--- src/rtl/counter_sched_pkg.sv ---
// Shared types and constants for the range-sweep scheduler and its arbiter.
package counter_sched_pkg;

    localparam int CNT_W = 8;

    typedef logic [1:0] state_t;

    localparam state_t ST_IDLE = 2'd0;
    localparam state_t ST_LOAD = 2'd1;
    localparam state_t ST_RUN  = 2'd2;
    localparam state_t ST_DONE = 2'd3;

    // A one-requester build still needs a 1-bit pointer.
    function automatic int ptr_w(input int n);
        return (n > 1) ? $clog2(n) : 1;
    endfunction

endpackage

--- src/rtl/counter_range_sweep_sched_rr_arbiter.sv ---
// Round-robin pick of the first set request at or after ptr, wrapping; purely combinational.
// No state, no backpressure: the caller owns the pointer and decides when to sample.
module rr_arbiter
    import counter_sched_pkg::*;
#(
    parameter int NREQ = 4,
    parameter int PW   = ptr_w(NREQ)
) (
    input  logic [NREQ-1:0] req,
    input  logic [PW-1:0]   ptr,
    output logic [NREQ-1:0] win,
    output logic            vld
);

    logic [NREQ-1:0] ge_mask;
    logic [NREQ-1:0] req_hi;

    always_comb begin
        // Requests at or above the pointer win first; otherwise wrap to the lowest set bit.
        ge_mask = ~((NREQ'(1) << ptr) - NREQ'(1));
        req_hi  = req & ge_mask;
        if (req_hi != '0) begin
            win = req_hi & (~req_hi + NREQ'(1));
        end else begin
            win = req & (~req + NREQ'(1));
        end
        vld = |req;
    end

endmodule

--- src/rtl/counter_range_sweep_sched.sv ---
// Time-shares one range counter between NREQ requesters; load-to-done latency is (last-first)+2.
// req is sampled only in IDLE; SWEEP_TIMEOUT_EN adds a RUN watchdog that ends stuck sweeps with err.
module counter_range_sweep_sched
    import counter_sched_pkg::*;
#(
    parameter int NREQ = 4,
    parameter int W    = CNT_W
) (
    input  logic              clk,
    input  logic              rst,
    input  logic [NREQ-1:0]   req,
    input  logic [NREQ*W-1:0] first_i,
    input  logic [NREQ*W-1:0] last_i,
    input  logic [NREQ-1:0]   dir_i,
    output logic [NREQ-1:0]   gnt,
    output logic [NREQ-1:0]   done,
    output logic              err,
    output logic              busy,
    output logic [W-1:0]      cnt_first,
    output logic [W-1:0]      cnt_last,
    output logic              cnt_load,
    output logic              cnt_u_d,
    input  logic [W-1:0]      cnt_count
);

    localparam int PW = ptr_w(NREQ);

    state_t          state_q, state_d;
    logic [PW-1:0]   ptr_q, ptr_d;
    logic [NREQ-1:0] gnt_q, gnt_d;
    logic            err_q, err_d;
    logic [W-1:0]    cnt_first_q, cnt_first_d;
    logic [W-1:0]    cnt_last_q, cnt_last_d;
    logic            cnt_u_d_q, cnt_u_d_d;

    logic [NREQ-1:0] arb_win;
    logic            arb_vld;
    logic [W-1:0]    sel_first;
    logic [W-1:0]    sel_last;
    logic            sel_dir;
    logic [PW-1:0]   ptr_nxt;
    logic [W-1:0]    end_val;

`ifdef SWEEP_TIMEOUT_EN
    logic [W:0]      wd_q, wd_d;
    logic [W:0]      wd_limit;
`endif

    rr_arbiter #(.NREQ(NREQ), .PW(PW)) u_arb (
        .req (req),
        .ptr (ptr_q),
        .win (arb_win),
        .vld (arb_vld)
    );

    always_comb begin
        sel_first = '0;
        sel_last  = '0;
        sel_dir   = 1'b0;
        ptr_nxt   = '0;
        for (int i = 0; i < NREQ; i++) begin
            sel_first = sel_first | (first_i[i*W +: W] & {W{arb_win[i]}});
            sel_last  = sel_last  | (last_i[i*W +: W]  & {W{arb_win[i]}});
            sel_dir   = sel_dir   | (dir_i[i] & arb_win[i]);
            if (gnt_q[i]) begin
                ptr_nxt = PW'((i + 1) % NREQ);
            end
        end
    end

    always_comb begin
        state_d     = state_q;
        ptr_d       = ptr_q;
        gnt_d       = gnt_q;
        err_d       = err_q;
        cnt_first_d = cnt_first_q;
        cnt_last_d  = cnt_last_q;
        cnt_u_d_d   = cnt_u_d_q;
        end_val     = cnt_u_d_q ? cnt_last_q : cnt_first_q;
`ifdef SWEEP_TIMEOUT_EN
        wd_d        = wd_q;
        wd_limit    = ({1'b0, cnt_last_q} - {1'b0, cnt_first_q}) + (W+1)'(2);
`endif
        case (state_q)
            ST_IDLE: begin
                if (arb_vld) begin
                    gnt_d       = arb_win;
                    cnt_first_d = sel_first;
                    cnt_last_d  = sel_last;
                    cnt_u_d_d   = sel_dir;
                    // An inverted range is rejected without touching the counter.
                    if (sel_first > sel_last) begin
                        state_d = ST_DONE;
                        err_d   = 1'b1;
                    end else begin
                        state_d = ST_LOAD;
                        err_d   = 1'b0;
                    end
                end
            end
            ST_LOAD: begin
                state_d = ST_RUN;
`ifdef SWEEP_TIMEOUT_EN
                wd_d    = (W+1)'(1);
`endif
            end
            ST_RUN: begin
                if (cnt_count == end_val) begin
                    state_d = ST_DONE;
                    err_d   = 1'b0;
                end
`ifdef SWEEP_TIMEOUT_EN
                else if (wd_q >= wd_limit) begin
                    state_d = ST_DONE;
                    err_d   = 1'b1;
                end
                wd_d = wd_q + (W+1)'(1);
`endif
            end
            default: begin
                state_d = ST_IDLE;
                gnt_d   = '0;
                err_d   = 1'b0;
                ptr_d   = ptr_nxt;
            end
        endcase
    end

    always_ff @(posedge clk) begin
        if (!rst) begin
            state_q     <= ST_IDLE;
            ptr_q       <= '0;
            gnt_q       <= '0;
            err_q       <= 1'b0;
            cnt_first_q <= '0;
            cnt_last_q  <= '0;
            cnt_u_d_q   <= 1'b1;
`ifdef SWEEP_TIMEOUT_EN
            wd_q        <= '0;
`endif
        end else begin
            state_q     <= state_d;
            ptr_q       <= ptr_d;
            gnt_q       <= gnt_d;
            err_q       <= err_d;
            cnt_first_q <= cnt_first_d;
            cnt_last_q  <= cnt_last_d;
            cnt_u_d_q   <= cnt_u_d_d;
`ifdef SWEEP_TIMEOUT_EN
            wd_q        <= wd_d;
`endif
        end
    end

    assign gnt       = gnt_q;
    assign done      = (state_q == ST_DONE) ? gnt_q : '0;
    assign err       = err_q;
    assign busy      = (state_q != ST_IDLE);
    assign cnt_first = cnt_first_q;
    assign cnt_last  = cnt_last_q;
    assign cnt_load  = (state_q == ST_LOAD);
    assign cnt_u_d   = cnt_u_d_q;

endmodule

--- config.mk ---
export PLATFORM = sky130hd
export DESIGN_NAME = counter_range_sweep_sched
export DESIGN_NICKNAME = d
export VERILOG_FILES = /design/src/rtl/counter_sched_pkg.sv /design/src/rtl/counter_range_sweep_sched_rr_arbiter.sv /design/src/rtl/counter_range_sweep_sched.sv
export SDC_FILE = /design/constraint.sdc
export NUM_CORES = 1
export LEC_CHECK = 0
export ABC_CLOCK_PERIOD_IN_PS = 3100
export BUFFER_PORTS_ARGS = -buffer_cell sky130_fd_sc_hd__buf_2
export CAP_MARGIN = 20
export CORE_MARGIN = 4
export CORE_UTILIZATION = 30
export CTS_CLUSTER_SIZE = 14
export DETAILED_ROUTE_END_ITERATION = 6
export SETUP_SLACK_MARGIN = 0.15
export SLEW_MARGIN = 40
export SYNTH_ARGS = -nofsm -noshare
export SYNTH_HDL_FRONTEND = slang
export SYNTH_SLANG_ARGS = --single-unit
--- constraint.sdc ---
create_clock -name clk -period 3.1 [get_ports clk]
set_clock_uncertainty 0.1 [all_clocks]
set_input_delay 0.31 -clock clk [delete_from_list [all_inputs] [get_ports clk]]
set_output_delay 0.31 -clock clk [all_outputs]
set_load 0.01 [all_outputs]
==> flow_summary.toml <==
[run_status]
status = "complete, no violations"

[critical_path]
cp_max_fo = 8
rr_startpoint = "ptr_q[0]$_SDFFE_PN0N_"
ff2ff_path_depth = 12
critical_path.top_delay_family = "compound AO/OA/AOI/OAI gates"
startpoint_type = "flop"
critPathRequiredTime_ps = 3180
cp_cell_sequence = "nand2b_1 -> a21oi_2 -> o22ai_2 -> and2_4 -> a221o_1 -> ha_1 -> nor2b_1 -> o21a_1 -> o21ai_0 -> a21oi_1 -> nor4b_2 -> o21a_1"
rrSetupSlack_ps = 280
crit_path_max_incr_delay_ps = 390
cp-end-kind = "flop"
cp_slowest_cell = "dfxtp_4"
cp_common_cell = "o21a_1"
worstPathArrival_ps = 2900
crit_type = "reg2reg"
reg2reg_to = "err$_SDFFE_PN0P_"
path_buf_inv = 0

[power_and_ir_drop]
power_density_nw_per_um2 = 621
peakVddDrop_v = 0.000261
p_leak_uw = 0.00134

[yosys]
yosysMostFrequentCell = "dfxtp_1"
synth_area_per_cell_um2 = 8.70
synthTopCellsByCount = "dfxtp_1 (26), o21ai_0 (21), a21oi_1 (18), nor2_1 (18), a22o_1 (16)"
yosys_most_used_dff = "dfxtp_1"
yosys.cell_types.count = 38
synth-edff-count = 0
syn_nets = 306
synth_top_area_share_pct = 28.2
synth.area.top_cells = "dfxtp_1 (28%), ha_1 (8.1%), a22o_1 (7.6%)"
yosysSeqAreaShare_pct = 28.2
yosys_register_bits = 26
syn_inst = 212
syn_area_um2 = 1840
async_flop_share_pct = 0
yosysWarnings = 0
synth.largest_area_cell = "dfxtp_1"

[die]
ios = 110
core.rowCount = 28
initial_core_util_pct = 31.0
die_width_um = 86.4
core-area_um2 = 5960
die_h_um = 86.4
die_area_um2 = 7470

[global_route]
antenna_found_initial = 0
grt_util_all_layers_pct = 15.7
grt_first_pass_wirelength_um = 9360
grt_pass1_vias = 1927
grt-ovfl-total = 0
grt_max_degree = 26

[clock_network]
h-tree-depth = 1
path_clk_slew_ps = 90
clkSinkCount = 26
clockBufferDepth = 2
clock_latency_ps = 270
cts_tree = "built"
clk_root_buffer_cell = "clkbuf_8"
cts_buffers = 3

[detailed_routing]
drt_iter0_drc = 121
first_pass_iters = 4
highest_layer = "met4"
met2_wirelength_um = 3030
drtAntennaViolNets = 0
vias_per_cell = 5.23
wl_met1_um = 3090
wl_per_cell_um = 16.6
vias = 2078
wl_met3_um = 415
routed_wl_um = 6590
drc = 0

[sta]
fin_crit_ps = 2820
fmax_ghz = 0.354
hold_ws_ps = 231
setup_viol = 0
maxSlewHeadroom_pct = 63.3
grt_setup_unrepaired = "no"
period_share_pct = 91.0
worstMarginPinSlew_ps = 546
hold_viol = 0
final_max_slew_viol_count = 0

[cells_and_area]
fin_util_pct = 45.7
diodes = 0
fin_nets = 417
drive_gt1_share_pct = 47.8
syn_to_final_growth_pct = 47.6

[worst_hold_path]
hold_path_class = "in2reg"
min_path_cells = 3
holdCritStartpoint = "last_i[7]"
min_to = "cnt_last[7]$_SDFFE_PN0P_"

[placement]
gp_congestion = 0.793
port_buffers = 109
hpwl_um = 4770

[run]
drv_cap = 0
-- report_power, final --
part	total, uW	switching [uW]	internal, uW
Clock	221	108	114
Combinational	900	479	421
Sequential	571	119	452
-- worst min-delay path, delay by kind of cell --
family	cells	cell delay [ps]
AOI/OAI and AO/OA	2	160
buffers and inverters	1	80
-- worst max path at each step --
stage | from | end | cells after the start
after floorplan | ptr_q[1]$_SDFFE_PN0N_ | err$_SDFFE_PN0P_ | 13
after global placement | req[2] | err$_SDFFE_PN0P_ | 12
after detailed placement | req[2] | err$_SDFFE_PN0P_ | 14
after CTS | ptr_q[1]$_SDFFE_PN0N_ | err$_SDFFE_PN0P_ | 11
after global routing | ptr_q[0]$_SDFFE_PN0N_ | err$_SDFFE_PN0P_ | 12
final | ptr_q[0]$_SDFFE_PN0N_ | err$_SDFFE_PN0P_ | 12
-- layout make-up --
| class | count | area (um2) |
|---|---|---|
| Timing Repair Buffer | 117 | 606 |
| Fill cell | 629 | 3230 |
| Multi-Input combinational cell | 168 | 1410 |
| Clock buffer | 4 | 55.1 |
| Sequential cell | 26 | 528 |
| Inverter | 7 | 26.3 |
| Tap cell | 75 | 93.8 |
-- per-layer routing --
metal  track usage (%)  up-vias
met3              2.38        5
met2              24.8       80
met5                 0        -
met4              3.40        0
met1              22.5      952
li1                  -     1041
-- sequential cells by signal, indices dropped and copies added, names as in the netlist --
signal     count
cnt_u_d        1
gnt            4
err            1
ptr_q          2
state_q        2
cnt_last       8
cnt_first      8
-- metrics by stage --
step | worst slack (ps) | setup TNS [ps] | power, uW | area [um2] | instances
after floorplan | 223 | 0 | 1110 | 1840 | 212
after global placement | 24.8 | 0 | 1420 | 2440 | 383
after detailed placement | -61.2 | -61.2 | 1430 | 2440 | 383
after CTS | 170 | 0 | 1660 | 2550 | 387
after global routing | 99.3 | 0 | 1850 | 2720 | 397
final | 279 | 0 | 1690 | 2720 | 397
-- timing repair --
action,4_1_cts,5_1_grt
pin swaps,0,10
setup endpoints to repair,2,2
gates cloned,0,5
buffers inserted,0,5
hold buffers,0,0
gates resized for setup,13,21
-- logic make-up (layout without fill, tap and decap cells) --
family	after synthesis	in the layout	share of synthesized area [%]
buffers and inverters	23	128	5.16
adders and majority gates	12	12	8.14
DFF	26	26	28.2
and+or+nand+nor	37	41	10.8
muxes	10	10	5.43
xor gates and xnor gates	8	8	3.80
AOI/OAI and AO/OA	96	97	38.5
-- placed cells by master (no fill, tap or decap), types with 3 or more instances in the layout --
cell,netlist,layout
a21oi_1,18,15
a21oi_2,0,3
a221o_1,9,9
a221oi_2,0,4
a221oi_4,0,3
a22o_1,16,16
a22oi_1,4,4
and2_1,7,5
and2_4,0,6
buf_2,1,109
buf_4,0,8
clkbuf_8,0,4
dfxtp_1,26,24
ha_1,12,12
inv_1,7,6
mux2i_1,10,10
nand2b_1,3,3
nor2_1,18,18
o21ai_0,21,20
o21ba_1,3,3
o21ba_2,5,5
o221a_4,0,3
xnor2_1,6,6
Power figures use the tool's default switching activity.
